## src/rtl/module_input_conditioner.sv

```systemverilog
// Synchronizes and debounces the raw Gray-code switches and pushbutton ahead of the Gray decoder,
// producing a clean code, a press-toggled decades select, and single-cycle event strobes.
module module_input_conditioner #(
    parameter int unsigned DEBOUNCE_CYCLES = 270000,
    parameter int unsigned SYNC_STAGES     = 2,
    parameter int unsigned BTN_ACTIVE_LOW  = 1
) (
    input  logic       clk,
    input  logic       rst_n,
    input  logic [3:0] gray_raw,
    input  logic       btn_raw,
    output logic [3:0] gray_code,
    output logic       show_decades,
    output logic       gray_changed,
    output logic       btn_pulse
);

    localparam int unsigned    CW       = $clog2(DEBOUNCE_CYCLES);
    localparam logic [CW-1:0]  CNT_MAX  = CW'(DEBOUNCE_CYCLES - 1);
    localparam logic           BTN_IDLE = (BTN_ACTIVE_LOW != 0) ? 1'b1 : 1'b0;

    typedef enum logic {
        RELEASED = 1'b0,
        PRESSED  = 1'b1
    } btn_state_e;

    // ------------------------------------------------------------------
    // Synchronizer chains
    // ------------------------------------------------------------------
    logic [SYNC_STAGES-1:0][3:0] gray_sync_q;
    logic [SYNC_STAGES-1:0]      btn_sync_q;

    always_ff @(posedge clk or negedge rst_n) begin
        if (!rst_n) begin
            gray_sync_q <= '0;
            btn_sync_q  <= {SYNC_STAGES{BTN_IDLE}};
        end else begin
            gray_sync_q[0] <= gray_raw;
            btn_sync_q[0]  <= btn_raw;
            for (int unsigned i = 1; i < SYNC_STAGES; i++) begin
                gray_sync_q[i] <= gray_sync_q[i-1];
                btn_sync_q[i]  <= btn_sync_q[i-1];
            end
        end
    end

    logic [3:0] gray_s;
    logic       btn_s;

    assign gray_s = gray_sync_q[SYNC_STAGES-1];
    // XOR with the idle level makes pressed read as 1 for either board polarity.
    assign btn_s  = btn_sync_q[SYNC_STAGES-1] ^ BTN_IDLE;

    // ------------------------------------------------------------------
    // Bus debouncer: the four bits share one counter
    // ------------------------------------------------------------------
    logic [3:0]    gray_prev_q, gray_prev_d;
    logic [3:0]    gray_st_q,   gray_st_d;
    logic [CW-1:0] gray_cnt_q,  gray_cnt_d;
    logic          gray_chg_q,  gray_chg_d;

    always_comb begin
        gray_prev_d = gray_s;
        gray_st_d   = gray_st_q;
        gray_cnt_d  = gray_cnt_q;
        gray_chg_d  = 1'b0;
        if ((gray_s == gray_st_q) || (gray_s != gray_prev_q)) begin
            gray_cnt_d = '0;
        end else if (gray_cnt_q == CNT_MAX) begin
            gray_st_d  = gray_s;
            gray_cnt_d = '0;
            gray_chg_d = 1'b1;
        end else begin
            gray_cnt_d = gray_cnt_q + 1'b1;
        end
    end

    always_ff @(posedge clk or negedge rst_n) begin
        if (!rst_n) begin
            gray_prev_q <= '0;
            gray_st_q   <= '0;
            gray_cnt_q  <= '0;
            gray_chg_q  <= 1'b0;
        end else begin
            gray_prev_q <= gray_prev_d;
            gray_st_q   <= gray_st_d;
            gray_cnt_q  <= gray_cnt_d;
            gray_chg_q  <= gray_chg_d;
        end
    end

    // ------------------------------------------------------------------
    // Button debouncer (normalized polarity, so history resets to not-pressed)
    // ------------------------------------------------------------------
    logic          btn_prev_q, btn_prev_d;
    logic          btn_st_q,   btn_st_d;
    logic [CW-1:0] btn_cnt_q,  btn_cnt_d;

    always_comb begin
        btn_prev_d = btn_s;
        btn_st_d   = btn_st_q;
        btn_cnt_d  = btn_cnt_q;
        if ((btn_s == btn_st_q) || (btn_s != btn_prev_q)) begin
            btn_cnt_d = '0;
        end else if (btn_cnt_q == CNT_MAX) begin
            btn_st_d  = btn_s;
            btn_cnt_d = '0;
        end else begin
            btn_cnt_d = btn_cnt_q + 1'b1;
        end
    end

    always_ff @(posedge clk or negedge rst_n) begin
        if (!rst_n) begin
            btn_prev_q <= 1'b0;
            btn_st_q   <= 1'b0;
            btn_cnt_q  <= '0;
        end else begin
            btn_prev_q <= btn_prev_d;
            btn_st_q   <= btn_st_d;
            btn_cnt_q  <= btn_cnt_d;
        end
    end

    // ------------------------------------------------------------------
    // Button FSM: one toggle and one strobe per confirmed press
    // ------------------------------------------------------------------
    btn_state_e btn_state_q;
    logic       btn_pulse_q;
    logic       show_q;

    always_ff @(posedge clk or negedge rst_n) begin
        if (!rst_n) begin
            btn_state_q <= RELEASED;
            btn_pulse_q <= 1'b0;
            show_q      <= 1'b0;
        end else begin
            btn_pulse_q <= 1'b0;
            case (btn_state_q)
                RELEASED: begin
                    if (btn_st_q) begin
                        btn_state_q <= PRESSED;
                        btn_pulse_q <= 1'b1;
                        show_q      <= ~show_q;
                    end
                end
                PRESSED: begin
                    if (!btn_st_q) begin
                        btn_state_q <= RELEASED;
                    end
                end
                default: btn_state_q <= RELEASED;
            endcase
        end
    end

    assign gray_code    = gray_st_q;
    assign gray_changed = gray_chg_q;
    assign btn_pulse    = btn_pulse_q;
    assign show_decades = show_q;

endmodule

```

## config.mk

```make
export PLATFORM = sky130hd
export DESIGN_NAME = module_input_conditioner
export DESIGN_NICKNAME = d
export VERILOG_FILES = /design/src/rtl/module_input_conditioner.sv
export SDC_FILE = /design/constraint.sdc
export NUM_CORES = 1
export LEC_CHECK = 0
export ABC_AREA = 1
export CAP_MARGIN = 10
export CORE_AREA = 2 2 85 87
export CTS_BUF_LIST = sky130_fd_sc_hd__clkbuf_2
export DETAILED_ROUTE_END_ITERATION = 7
export DIE_AREA = 0 0 87 89
export PLACE_DENSITY = 0.66
export RECOVER_POWER = 100
export SETUP_SLACK_MARGIN = 0.4
export SLEW_MARGIN = 20
export SYNTH_ARGS = -nofsm -noshare
export SYNTH_HDL_FRONTEND = slang
export SYNTH_SLANG_ARGS = --single-unit
```

## constraint.sdc

```tcl
create_clock -name clk -period 1.83 [get_ports clk]
set_input_delay 0.366 -clock clk [delete_from_list [all_inputs] [get_ports clk]]
set_output_delay 0.366 -clock clk [all_outputs]
set_load 0.1 [all_outputs]
```

==> impl_metrics.py <==
metrics = {
    "hold_path": {
        "min_from": "btn_sync_q[0]$_DFF_PN1_",
        "hold_depth": 0,
        "hold_class": "reg2reg",
        "hold_end": "btn_sync_q[1]$_DFF_PN1_",
    },
    "timing": {
        "min_period_ns": 1.64,
        "worst_slew_pin_slew_ns": 0.803,
        "finalCritPeriodShare_pct": 89.8,
        "hold-worst-slack_ns": 0.373,
        "hold_viol": 0,
        "finalSetupViolCount": 0,
        "setup_slack_ns": 0.187,
        "fmax_mhz": 609,
        "rsz0062_at_grt": "true",
        "skew_ns": 0.0184,
        "finalSetupTns_ns": 0,
        "drv_slew": 0,
        "maxSlewHeadroom_pct": 46.5,
    },
    "synthesis": {
        "synth_area_mm2": 0.00312,
        "yosysUniqueCellTypes": 28,
        "synth_edf_count": 0,
        "ys_ff_latch": 62,
        "synth_fp_nets": 387,
        "ys.warnings.count": 0,
        "ys.flop_type": "dfrtp_1",
        "ys_seq_area_share_pct": 49.8,
        "synthCells": 378,
        "ys_async_sr_fraction_pct": 100,
        "syn_avg_cell_area_um2": 8.25,
    },
    "routing": {
        "drc": 0,
        "first_iter_violations": 110,
        "vias": 2551,
        "wl_um": 6920,
        "antenna_left": 0,
        "wl_per_cell_um": 13.3,
        "via_per_inst": 4.92,
        "dr.pass1.iters": 4,
    },
    "setup_path": {
        "cpPeakStageDelay_ns": 0.51,
        "path_class": "reg2out",
        "reg2reg_to": "btn_cnt_q[14]$_DFF_PN0_",
        "reg2reg_depth": 7,
        "cp_num_buf_inv": 1,
        "cp-end-kind": "primary output",
        "ff2ff_setup_slack_ns": 0.24,
        "cpMaxStageDelayCell": "dfrtp_4",
        "crit_arrival_ns": 1.28,
        "rr_startpoint": "btn_cnt_q[0]$_DFF_PN0_",
        "crit_required_ns": 1.46,
        "crit_family": "flip-flops",
        "startpoint_type": "flip-flop",
        "path_cells": "clkbuf_4",
        "crit_fanout": 2,
    },
    "global_routing": {
        "overflow": 0,
        "grt_pass1_wl_um": 10900,
        "grt_use_met2_pct": 29.6,
        "antenna_found_initial": 0,
        "grtUsageMet3_pct": 4.43,
        "grt_max_degree": 63,
        "busiest_layer": "met2",
        "grt_pass1_vias": 2510,
        "gr-usage-met1_pct": 22.3,
        "grt_use_total_pct": 18.2,
    },
    "power": {
        "powerDensity_mw_per_mm2": 642,
        "ir_drop_mv": 0.401,
        "p_leak_nw": 1.69,
    },
    "die": {
        "die_x_um": 87,
        "ios": 14,
        "coreArea_mm2": 0.00672,
        "die_h_um": 89,
        "die_area_mm2": 0.00774,
        "core.rowCount": 30,
        "start_util_pct": 46.4,
    },
    "clocking": {
        "clkSinkCount": 62,
        "cts_buffers": 9,
        "cts_tree": "built",
        "clkTransAtPathRegs_ns": 0.17,
        "htree_levels": 3,
        "insertion_delay_ns": 0.49,
        "cts_max_path_buffers": 2,
        "cts_root_buf": "clkbuf_2",
    },
    "outcome": {
        "outcome": "finished clean",
    },
    "placement": {
        "place_area_mm2": 0.00345,
        "hpwlAfterDp_um": 4100,
        "port_buffers": 13,
        "gp_congestion": 0.913,
        "dp_slack_ns": 0.330,
    },
    "job": {
        "drv_cap": 0,
    },
    "finish": {
        "antennaDiodeCount": 0,
        "layout.nets": 443,
        "final_area_mm2": 0.00391,
        "post_route_cells_drive_above_1_share_pct": 26.7,
        "final_cell_mix": "nand2_1, nor2_1, dfrtp_1, inv_1",
        "area_delta_synth_final_pct": 25.2,
        "layout_commonest_cell": "nand2_1",
    },
}
==> layer usage <==
layer,routed length [um],vias to the layer above
li1,-,1280
met1,3020,1206
met2,3480,45
met3,211,20
met4,208,0
met5,0,-
==> cell families (layout without fill, tap and decap cells) <==
group	Yosys count	after routing	synth area share (%)
AOI/OAI and AO/OA	7	7	1.69
xor gates and xnor gates	25	25	7.02
adders and majority gates	2	2	0.802
buffers and inverters	51	108	6.14
DFF	62	62	49.8
and+or+nand+nor	231	235	34.5
==> state kept, by name, summed over array words and instances (netlist names), 2 cells and up <==
name / count
gray_sync_q: 4
gray_prev_q: 4
gray_prev_d: 4
btn_cnt_q: 19
gray_cnt_q: 19
btn_sync_q: 2
gray_code: 4
==> per-stage QoR <==
stage / std cells / power (mW) / util, %
floorplan: 378 / 1.48 / -
global placement: 472 / 1.54 / 51.3
detailed placement: 472 / 1.54 / 51.3
CTS: 503 / 2.50 / 55.7
global route: 519 / 2.60 / 58.1
finish: 519 / 2.51 / 58.1
==> how the worst max path moves through the flow <==
| stage | start | end | slack (ns) | depth (start not counted) |
|---|---|---|---|---|
| CTS | gray_code[0]$_DFFE_PN0P_ | gray_code[0] | 0.24 | 1 |
| floorplan | gray_code[3]$_DFFE_PN0P_ | gray_cnt_q[13]$_DFF_PN0_ | 0.40 | 7 |
| global placement | gray_cnt_q[0]$_DFF_PN0_ | gray_code[0]$_DFFE_PN0P_ | 0.37 | 8 |
| detailed placement | gray_cnt_q[0]$_DFF_PN0_ | gray_code[3]$_DFFE_PN0P_ | 0.33 | 8 |
| finish | gray_code[2]$_DFFE_PN0P_ | gray_code[2] | 0.19 | 1 |
| global route | gray_changed$_DFF_PN0_ | gray_changed | 0.12 | 1 |
==> synthesized netlist by cell type (2+ instances only) <==
cell | instances | area, um^2
xnor2_1 | 6 | 52.6
xor2_1 | 19 | 166
nand3_2 | 2 | 20.0
nand2_2 | 6 | 37.5
dfstp_2 | 2 | 52.6
nor2_1 | 76 | 285
ha_1 | 2 | 25.0
inv_2 | 3 | 11.3
nor3_1 | 9 | 45.0
dfrtp_1 | 60 | 1500
o21ai_0 | 2 | 10.0
nand3_1 | 22 | 110
nor3b_2 | 2 | 25.0
nor2_2 | 5 | 31.3
inv_1 | 48 | 180
nor2_4 | 5 | 56.3
nand4_1 | 10 | 62.6
a21oi_1 | 2 | 10.0
nand2_1 | 88 | 330
==> final cells by class <==
| cell class | count | area, um^2 |
|---|---|---|
| clock buffers | 9 | 45.0 |
| flip-flops and latches | 62 | 1570 |
| inverters | 51 | 194 |
| clock inverters | 7 | 88.8 |
| fillers | 597 | 2810 |
| repair buffers | 41 | 343 |
| well taps | 80 | 100 |
| multi-input cells | 269 | 1570 |
==> power by group <==
group          internal (mW)  switching (mW)
Clock                  0.443           0.503
Sequential              1.39          0.0140
Combinational         0.0583          0.0931
==> timing repair <==
action / in CTS / in global routing
hold endpoints to repair: 60 / 0
pin swaps: 10 / 26
cloned: 2 / 2
buffers inserted: 12 / 14
gates resized for setup: 11 / 73
hold buffers: 1 / 0
setup endpoints to repair: 33 / 49
Power figures use the tool's default switching activity.
==> patch: new RTL, config.mk and constraints unchanged <==
Put one more register stage on the output `btn_pulse`, cleared by the reset. The value now appears one clock later. The other outputs are not delayed to match.
--- a/src/rtl/module_input_conditioner.sv
+++ b/src/rtl/module_input_conditioner.sv
@@ -156,7 +156,13 @@
 
     assign gray_code    = gray_st_q;
     assign gray_changed = gray_chg_q;
-    assign btn_pulse    = btn_pulse_q;
+    always_ff @(posedge clk or negedge rst_n) begin
+        if (!rst_n) begin
+            btn_pulse <= '0;
+        end else begin
+            btn_pulse <= btn_pulse_q;
+        end
+    end
     assign show_decades = show_q;
 
 endmodule
Check against the original RTL: same outputs for any inputs over 10 cycles, from zero or initial values and one cycle with rst_n low; that may be too few to reach the edited logic, so the function may still have changed.
==> patch against the original RTL <==
- count of clock-buffer cells in the layout up 1
- worst hold slack worse by 0.052 ns
- sequential cell count up 1
- non-clock buffer count up 1
- worst setup slack worse by 0.021 ns
- total power up 2.3%
- design area up 2.5%
- core utilization up 1.5 points
- largest power group unchanged
- synthesized cell count up 0.26%
- wire length up 5.5%
- synthesized area up 0.80%
- highest routed layer unchanged
- register-to-register slack worse by 0.07 ns
==> patch: results <==
group,metric,value,unit
final_layout,drive_above_1_share,28.3,%
final_layout,fin_nets,446,
global_routing,grt_antenna_before_repair,0,
route,drt_first_iter_violations,123,
global_routing,grt_max_degree,33,
place,place_hpwl,4350,um
critical_path,cpPeakStageDelay,0.42,ns
global_routing,met2_usage,32.8,%
route,dr_wl_met3,306,um
route,met1_length,2940,um
route,vias,2683,
final_layout,largestRegisters,"btn_cnt_q (19), gray_cnt_q (19)",
critical_path,crit_fanout,5,
critical_path,path_delay_family,"simple AND/OR/NAND/NOR gates",
synth,async_flop_share,100,%
power_and_ir_drop,leakagePower,1.74,nW
critical_path,regToRegSetupSlack,0.17,ns
clocking,cts_resized,12,
clocking,clk_pin_slew,0.21,ns
final_layout,fill_cells,574,
synth,synth_common_cells,"88 x nand2_1, 76 x nor2_1, 61 x dfrtp_1",
place,dp_slack,0.300,ns
global_routing,grt_pass1_wl,11300,um
place,gp_congestion,0.919,
critical_path,rr_endpoint,"gray_cnt_q[12]$_DFF_PN0_",
global_routing,grt_use_met1,22.3,%
hold_path,hold_end,"gray_prev_d[3]$_DFF_PN0_",
sta,whs,0.321,ns
critical_path,r2r-start,"gray_prev_d[3]$_DFF_PN0_",
sta,skew,0.0402,ns
clocking,insertion_delay,0.51,ns
global_routing,grt_use_total,19.0,%
hold_path,worstHoldStart,"gray_sync_q[3]$_DFF_PN0_",
critical_path,cp.arrival,2.05,ns
power_and_ir_drop,vdd_drop_max,0.000310,V
run_status,status,"finished, final reports clean",
global_routing,grt.met3_usage,5.82,%
critical_path,crit_path_top_delay_cell,"dfrtp_2",
synth,syn_nets,388,
synth,synth.area.top_cells,"dfrtp_1 49%, nand2_1 11%, nor2_1 9.1%",
route,wirelength,7300,um
global_routing,grt_pass1_vias,2473,
clocking,clk_path_buf_depth,2,
critical_path,r2r_cells,8,
sta,tightest_slew,0.800,ns
clocking,cts_buffers,9,
[patch: worst max-delay path by stage]
stage,from,to,slack [ns],depth (start not counted)
after floorplan,gray_code[3]$_DFFE_PN0P_,gray_cnt_q[13]$_DFF_PN0_,0.40,7
after global placement,gray_cnt_q[0]$_DFF_PN0_,gray_code[0]$_DFFE_PN0P_,0.37,8
after detailed placement,gray_cnt_q[0]$_DFF_PN0_,gray_code[1]$_DFFE_PN0P_,0.30,8
after CTS,gray_code[0]$_DFFE_PN0P_,gray_code[0],0.21,1
after global routing,gray_prev_d[3]$_DFF_PN0_,gray_cnt_q[12]$_DFF_PN0_,0.07,8
final,gray_prev_d[3]$_DFF_PN0_,gray_cnt_q[12]$_DFF_PN0_,0.17,8
[patch: area by class of cell]
type	count	share of cell area [%]
well taps	80	2.50
repair buffers	42	8.32
clock buffers	10	1.25
flip-flops and latches	63	39.9
clock inverters	6	2.16
inverters	51	4.78
multi-input cells	270	41.1
[patch: report_power, final]
| group | internal (W) | switching (W) |
|---|---|---|
| clock | 0.000456 | 0.000523 |
| combinational | 0.0000527 | 0.000101 |
| sequential | 0.00142 | 0.0000129 |
| total | 0.00192 | 0.000637 |
[patch: kinds of logic (layout without fill, tap and decap cells)]
kind of cell               Yosys count  count (layout)  synth area share (%)
xor gates and xnor gates            25              25                  6.97
AOI/OAI and AO/OA                    7               7                  1.67
buffers and inverters               51             109                  6.09
adders and majority gates            2               2                 0.796
DFF                                 63              63                  50.2
and+or+nand+nor                    231             236                  34.2
[patch: per-stage QoR]
step           cells  utilization (%)  power (W)  cell area (um^2)
4_1_cts          507             56.2    0.00256              3780
5_1_grt          522             59.6    0.00266              4000
2_1_floorplan    379                -    0.00151              3160
3_5_place_dp     474             51.6    0.00156              3470
6_report         522             59.6    0.00256              4000
3_3_place_gp     474             51.6    0.00156              3470
